==> config.mk <==
export PLATFORM = sky130hd
export DESIGN_NAME = sum_bcd_display
export DESIGN_NICKNAME = d
export VERILOG_FILES = /design/src/rtl/sum_display_pkg.sv /design/src/rtl/seg7_decode.sv /design/src/rtl/sum_bcd_display.sv
export SDC_FILE = /design/constraint.sdc
export NUM_CORES = 1
export LEC_CHECK = 0
export ABC_CLOCK_PERIOD_IN_PS = 2500
export BUFFER_PORTS_ARGS = -buffer_cell sky130_fd_sc_hd__clkbuf_2
export CAP_MARGIN = 20
export CORE_MARGIN = 4
export CORE_UTILIZATION = 60
export CTS_BUF_LIST = sky130_fd_sc_hd__clkbuf_4
export DETAILED_ROUTE_END_ITERATION = 6
export PLACE_DENSITY = 0.85
export RECOVER_POWER = 50
export SYNTH_ARGS = -nofsm -noshare
export SYNTH_HDL_FRONTEND = slang
export SYNTH_HIERARCHICAL = 1
export SYNTH_SLANG_ARGS = --single-unit
==> constraint.sdc <==
create_clock -name clk -period 2.5 [get_ports clk]
set_clock_uncertainty 0.1 [all_clocks]
set_input_delay 0.25 -clock clk [delete_from_list [all_inputs] [get_ports clk]]
set_output_delay 0.25 -clock clk [all_outputs]
set_load 0.01 [all_outputs]
==> src/rtl/sum_display_pkg.sv <==
// Shared types and constants for the BCD sum display: FSM states, segment
// patterns and the double-dabble helper.
package sum_display_pkg;

  localparam int SUM_W    = 5;
  localparam int BCD_ITER = 5;
  localparam int CNT_W    = 3;

  typedef enum logic [1:0] {
    IDLE  = 2'd0,
    SHIFT = 2'd1,
    DONE  = 2'd2
  } state_t;

  localparam logic [6:0] SEG_OFF = 7'h7F;

  // Active-low gfedcba patterns for digits 0..9
  localparam logic [6:0] SEG_PATTERN [10] = '{
    7'b1000000, 7'b1111001, 7'b0100100, 7'b0110000, 7'b0011001,
    7'b0010010, 7'b0000010, 7'b1111000, 7'b0000000, 7'b0010000
  };

  function automatic logic [3:0] dabble_adjust(input logic [3:0] digit);
    return (digit >= 4'd5) ? (digit + 4'd3) : digit;
  endfunction

endpackage

==> src/rtl/seg7_decode.sv <==
// Combinational BCD digit to 7-segment decoder with blanking; non-decimal
// codes decode to all segments off.
module seg7_decode
  import sum_display_pkg::*;
#(
  parameter int SEG_ACTIVE_LOW = 1
) (
  input  logic [3:0] digit,
  input  logic       blank,
  output logic [6:0] seg
);

  logic [6:0] pattern;

  always_comb begin
    pattern = SEG_OFF;
    if (blank) begin
      pattern = SEG_OFF;
    end else if (digit <= 4'd9) begin
      pattern = SEG_PATTERN[digit];
    end else begin
      pattern = SEG_OFF;
    end
    seg = (SEG_ACTIVE_LOW != 0) ? pattern : ~pattern;
  end

endmodule

==> src/rtl/sum_bcd_display.sv <==
// Captures the adder sum on request, converts it to BCD one bit per cycle and
// drives a two-digit multiplexed common-anode display with tens blanking.
module sum_bcd_display
  import sum_display_pkg::*;
#(
  parameter int REFRESH_DIV    = 50000,
  parameter int SEG_ACTIVE_LOW = 1
) (
  input  logic             clk,
  input  logic             rst_n,
  input  logic [SUM_W-1:0] sum_in,
  input  logic             load,
  output logic             busy,
  output logic             valid,
  output logic [6:0]       seg,
  output logic [1:0]       an
);

  localparam int              REF_W    = (REFRESH_DIV > 2) ? $clog2(REFRESH_DIV) : 1;
  localparam logic [REF_W-1:0] REF_LAST = REF_W'(REFRESH_DIV - 1);
  localparam logic [6:0]      SEG_DARK = (SEG_ACTIVE_LOW != 0) ? SEG_OFF : ~SEG_OFF;

  state_t           state_r, state_next;
  logic [SUM_W-1:0] shreg_r;
  logic [3:0]       ones_r, ones_adj;
  logic [1:0]       tens_r;
  logic [CNT_W-1:0] iter_r;
  logic [3:0]       disp_ones_r;
  logic [1:0]       disp_tens_r;
  logic             valid_r, busy_r;
  logic [REF_W-1:0] refresh_r;
  logic             sel_r;
  logic [3:0]       digit;
  logic             blank;
  logic [1:0]       an_next;
  logic [6:0]       seg_next;
  logic [6:0]       seg_r;
  logic [1:0]       an_r;

  assign ones_adj = dabble_adjust(ones_r);

  // SHIFT lingers one cycle after the last iteration so the display commits 7 edges after capture
  always_comb begin
    state_next = state_r;
    case (state_r)
      IDLE:    if (load) state_next = SHIFT; else state_next = IDLE;
      SHIFT:   if (iter_r == CNT_W'(BCD_ITER)) state_next = DONE; else state_next = SHIFT;
      DONE:    state_next = IDLE;
      default: state_next = IDLE;
    endcase
  end

  always_ff @(posedge clk or negedge rst_n) begin
    if (!rst_n) begin
      state_r     <= IDLE;
      busy_r      <= 1'b0;
      shreg_r     <= '0;
      ones_r      <= 4'd0;
      tens_r      <= 2'd0;
      iter_r      <= '0;
      disp_ones_r <= 4'd0;
      disp_tens_r <= 2'd0;
      valid_r     <= 1'b0;
    end else begin
      state_r <= state_next;
      busy_r  <= (state_r != IDLE) && (state_next != IDLE);
      case (state_r)
        IDLE: begin
          if (load) begin
            shreg_r <= sum_in;
            ones_r  <= 4'd0;
            tens_r  <= 2'd0;
            iter_r  <= '0;
          end
        end
        SHIFT: begin
          if (iter_r != CNT_W'(BCD_ITER)) begin
            {tens_r, ones_r, shreg_r} <= {tens_r[0], ones_adj, shreg_r, 1'b0};
            iter_r <= iter_r + 3'd1;
          end
        end
        DONE: begin
          disp_ones_r <= ones_r;
          disp_tens_r <= tens_r;
          valid_r     <= 1'b1;
        end
        default: ;
      endcase
    end
  end

  always_ff @(posedge clk or negedge rst_n) begin
    if (!rst_n) begin
      refresh_r <= '0;
      sel_r     <= 1'b0;
    end else if (refresh_r == REF_LAST) begin
      refresh_r <= '0;
      sel_r     <= ~sel_r;
    end else begin
      refresh_r <= refresh_r + 1'b1;
    end
  end

  always_comb begin
    digit   = sel_r ? {2'b00, disp_tens_r} : disp_ones_r;
    blank   = !valid_r || (sel_r && (disp_tens_r == 2'd0));
    an_next = blank ? 2'b11 : (sel_r ? 2'b01 : 2'b10);
  end

  seg7_decode #(
    .SEG_ACTIVE_LOW(SEG_ACTIVE_LOW)
  ) u_decode (
    .digit(digit),
    .blank(blank),
    .seg  (seg_next)
  );

  // seg and an share one register stage so they always switch together
  always_ff @(posedge clk or negedge rst_n) begin
    if (!rst_n) begin
      seg_r <= SEG_DARK;
      an_r  <= 2'b11;
    end else begin
      seg_r <= seg_next;
      an_r  <= an_next;
    end
  end

  assign busy  = busy_r;
  assign valid = valid_r;
  assign seg   = seg_r;
  assign an    = an_r;

endmodule

==> impl_metrics.json <==
{
  "core_um2": 3690,
  "drv_cap": 0,
  "cp_max_fo": 8,
  "row_count": 22,
  "crit_path_max_incr_delay_ns": 0.51,
  "period_needed_ns": 1.89,
  "syn_nets": 230,
  "post_cts_buffers": 0,
  "combPwrFrac_pct": 38.7,
  "io_buffer_count": 18,
  "min_period_over_period_pct": 75.7,
  "postRouteAntennaNets": 0,
  "p_int_w": 0.00166,
  "area_delta_synth_final_pct": 11.4,
  "hold_buffers": 5,
  "power_density_nw_per_um2": 1010,
  "hold_viol": 0,
  "ios": 19,
  "synth-seq-area-share_pct": 54.7,
  "fmax_ghz": 0.529,
  "die_area_um2": 4910,
  "slew_headroom_pct": 10.9,
  "synth_seq_cells": 50,
  "finalSetupViolCount": 0,
  "switching_share_pct": 36.3,
  "path_delay_family": "flip-flops",
  "synth_cell_types": 36,
  "tightest_slew_ns": 1.34,
  "yosysWarnings": 6,
  "wl_met1_mm": 1.75,
  "start_util_pct": 62.6,
  "wl_mm": 3.94,
  "register_area_um2": 1260,
  "dr.pass1.iters": 4,
  "critPathKind": "reg -> reg",
  "syn_area_um2": 2310,
  "syn_inst": 212,
  "dp_hpwl_mm": 2.82,
  "cp_slowest_cell": "dfrtp_1",
  "clock-sinks": 50,
  "gr-total-overflow": 0,
  "crit_cells": 6,
  "multi_input_area_um2": 981,
  "grt_pass1_vias": 1577,
  "p_seq_share_pct": 46.6,
  "status": "completed",
  "worstHoldPathType": "in -> reg",
  "wl_met2_mm": 1.91,
  "drtIter0Drc": 111,
  "die_w_um": 70.0,
  "h-tree-depth": 2,
  "grt_pass1_wl_mm": 6.99,
  "cp.arrival_ns": 2.07,
  "nets": 257,
  "clk_pin_slew_ns": 0.12,
  "met3_length_um": 194,
  "die-height_um": 70.0,
  "whs_path_depth": 2,
  "cts_buffers": 5,
  "grt_max_degree": 28,
  "fillers": 295,
  "reg2regPathDepth": 6,
  "start_kind": "flip-flop",
  "pwr-share-clk_pct": 14.7,
  "ctsResizeCount": 0,
  "avgViaCountPerCell": 5.52,
  "cts_tree": "yes",
  "drc_errors": 0,
  "place_congestion": 0.864,
  "vdd_drop_max_mv": 0.671,
  "cts-root-buf": "clkbuf_4",
  "syn-mean-instance-area_um2": 10.9,
  "whs_ns": 0.0286,
  "clock_latency_ns": 0.36,
  "clk_path_buf_depth": 2,
  "p_sw_w": 0.000945,
  "routedWlPerCell_um": 13.7,
  "end_kind": "flip-flop",
  "p_leak_nw": 1.21,
  "drive_above_1_share_pct": 20.0,
  "top_layer": "met4",
  "final_cell_mix": "dfrtp_1 (41), nand2_1 (24), nor2_1 (19)",
  "crit_required_ns": 2.68,
  "path_cells": "mux2_2 > inv_1 > ha_1 > o21bai_4 > a21oi_4 > o211ai_1",
  "finalMaxSlewViolations": 0,
  "setup_tns_ns": 0,
  "grtUsageTotal_pct": 17.7,
  "n_antenna_cell": 0,
  "antenna_found_initial": 0,
  "num_vias": 1591,
  "path_buf_inv": 1,
  "layout_commonest_cell": "dfrtp_1",
  "rsz0062_at_grt": "no"
}
[metal layers]
| layer | GRT usage [%] | up-vias |
|---|---|---|
| met5 | 0 | - |
| met4 | 7.45 | 0 |
| met3 | 4.89 | 9 |
| met2 | 28.1 | 37 |
| met1 | 22.7 | 770 |
| li1 | - | 775 |
[cells by family (layout without fill, tap and decap cells)]
logic type | count (synthesis) | in the layout | synth area share, %
buf+inv | 16 | 44 | 2.87
mux | 7 | 7 | 3.36
flops | 50 | 50 | 54.7
compound gates | 31 | 31 | 9.26
xor+xnor | 17 | 17 | 6.45
simple gates | 81 | 81 | 18.0
fa+ha+maj | 10 | 10 | 5.42
[flip-flops by register name (all words and copies together) (netlist names)]
register     flops
refresh_r       16
seg              7
shreg_r          5
disp_ones_r      4
ones_r           4
iter_r           3
an               2
disp_tens_r      2
state_r          2
tens_r           2
busy             1
sel_r            1
valid            1
[per-stage QoR]
| step | util, % | power (W) | cell area (um^2) | worst slack (ns) | instances |
|---|---|---|---|---|---|
| after detailed placement | 66.9 | 0.00224 | 2470 | 0.639 | 275 |
| final | 69.8 | 0.00261 | 2570 | 0.608 | 288 |
| after global placement | 66.9 | 0.00218 | 2470 | 0.685 | 275 |
| after CTS | 69.8 | 0.00263 | 2580 | 0.622 | 288 |
| after global routing | 69.8 | 0.00280 | 2570 | 0.495 | 288 |
| after floorplan | - | 0.00196 | 2310 | 0.708 | 212 |
[final timing paths]
path / from / endpoint / slack (ns)
min in group asynchronous: rst_n / disp_ones_r[1]$_DFFE_PN0N_ / 0.60
setup reg to reg: sel_r$_DFFE_PN0N_ / seg[4]$_DFF_PN1_ / 0.61
setup / recovery: sel_r$_DFFE_PN0N_ / seg[4]$_DFF_PN1_ / 0.61
hold / removal: sum_in[0] / shreg_r[0]$_DFFE_PN0P_ / 0.03
max in group asynchronous: rst_n / an[0]$_DFF_PN1_ / 0.86
hold reg to reg: disp_ones_r[0]$_DFFE_PN0N_ / disp_ones_r[0]$_DFFE_PN0N_ / 0.39
[cell type report]
| cell class | count | area share [%] |
|---|---|---|
| Tap cell | 48 | 2.33 |
| Multi-Input combinational cell | 146 | 38.1 |
| Sequential cell | 50 | 49.1 |
| Clock buffer | 8 | 2.33 |
| Timing Repair Buffer | 26 | 6.71 |
| Inverter | 10 | 1.46 |
[synthesized netlist by cell type]
library cell / count / area, um^2
a21o_1: 1 / 7.51
a21oi_1: 7 / 35.0
a21oi_4: 1 / 16.3
a22o_1: 3 / 26.3
a22oi_1: 4 / 30.0
a32o_1: 1 / 10.0
and2_1: 1 / 6.26
and3_1: 2 / 12.5
buf_2: 2 / 10.0
buf_4: 1 / 7.51
clkbuf_1: 3 / 11.3
dfrtp_1: 41 / 1030
dfstp_2: 9 / 236
ha_1: 10 / 125
inv_1: 10 / 37.5
mux2_2: 6 / 67.6
mux2i_1: 1 / 10.0
nand2_1: 24 / 90.1
nand2b_1: 5 / 31.3
nand3_1: 10 / 50.1
nand4_1: 4 / 25.0
nor2_1: 19 / 71.3
nor2b_1: 4 / 25.0
nor2b_4: 1 / 13.8
nor3_1: 4 / 20.0
nor3_4: 1 / 16.3
nor3b_1: 1 / 7.51
nor3b_2: 1 / 12.5
nor4_1: 3 / 18.8
nor4b_2: 1 / 15.0
o211ai_1: 1 / 7.51
o21ai_0: 10 / 50.1
o21bai_4: 1 / 18.8
o22ai_1: 2 / 12.5
xnor2_1: 9 / 78.8
xor2_1: 8 / 70.1
[power by group through the flow]
stage / combinational, W / clock, W / sequential [W]
floorplan: 0.000721 / 0 / 0.00124
global placement: 0.000960 / 0 / 0.00122
detailed placement: 0.00101 / 0 / 0.00123
CTS: 0.00102 / 0.000393 / 0.00121
global route: 0.00113 / 0.000426 / 0.00125
finish: 0.00101 / 0.000383 / 0.00121
Power figures use the tool's default switching activity.
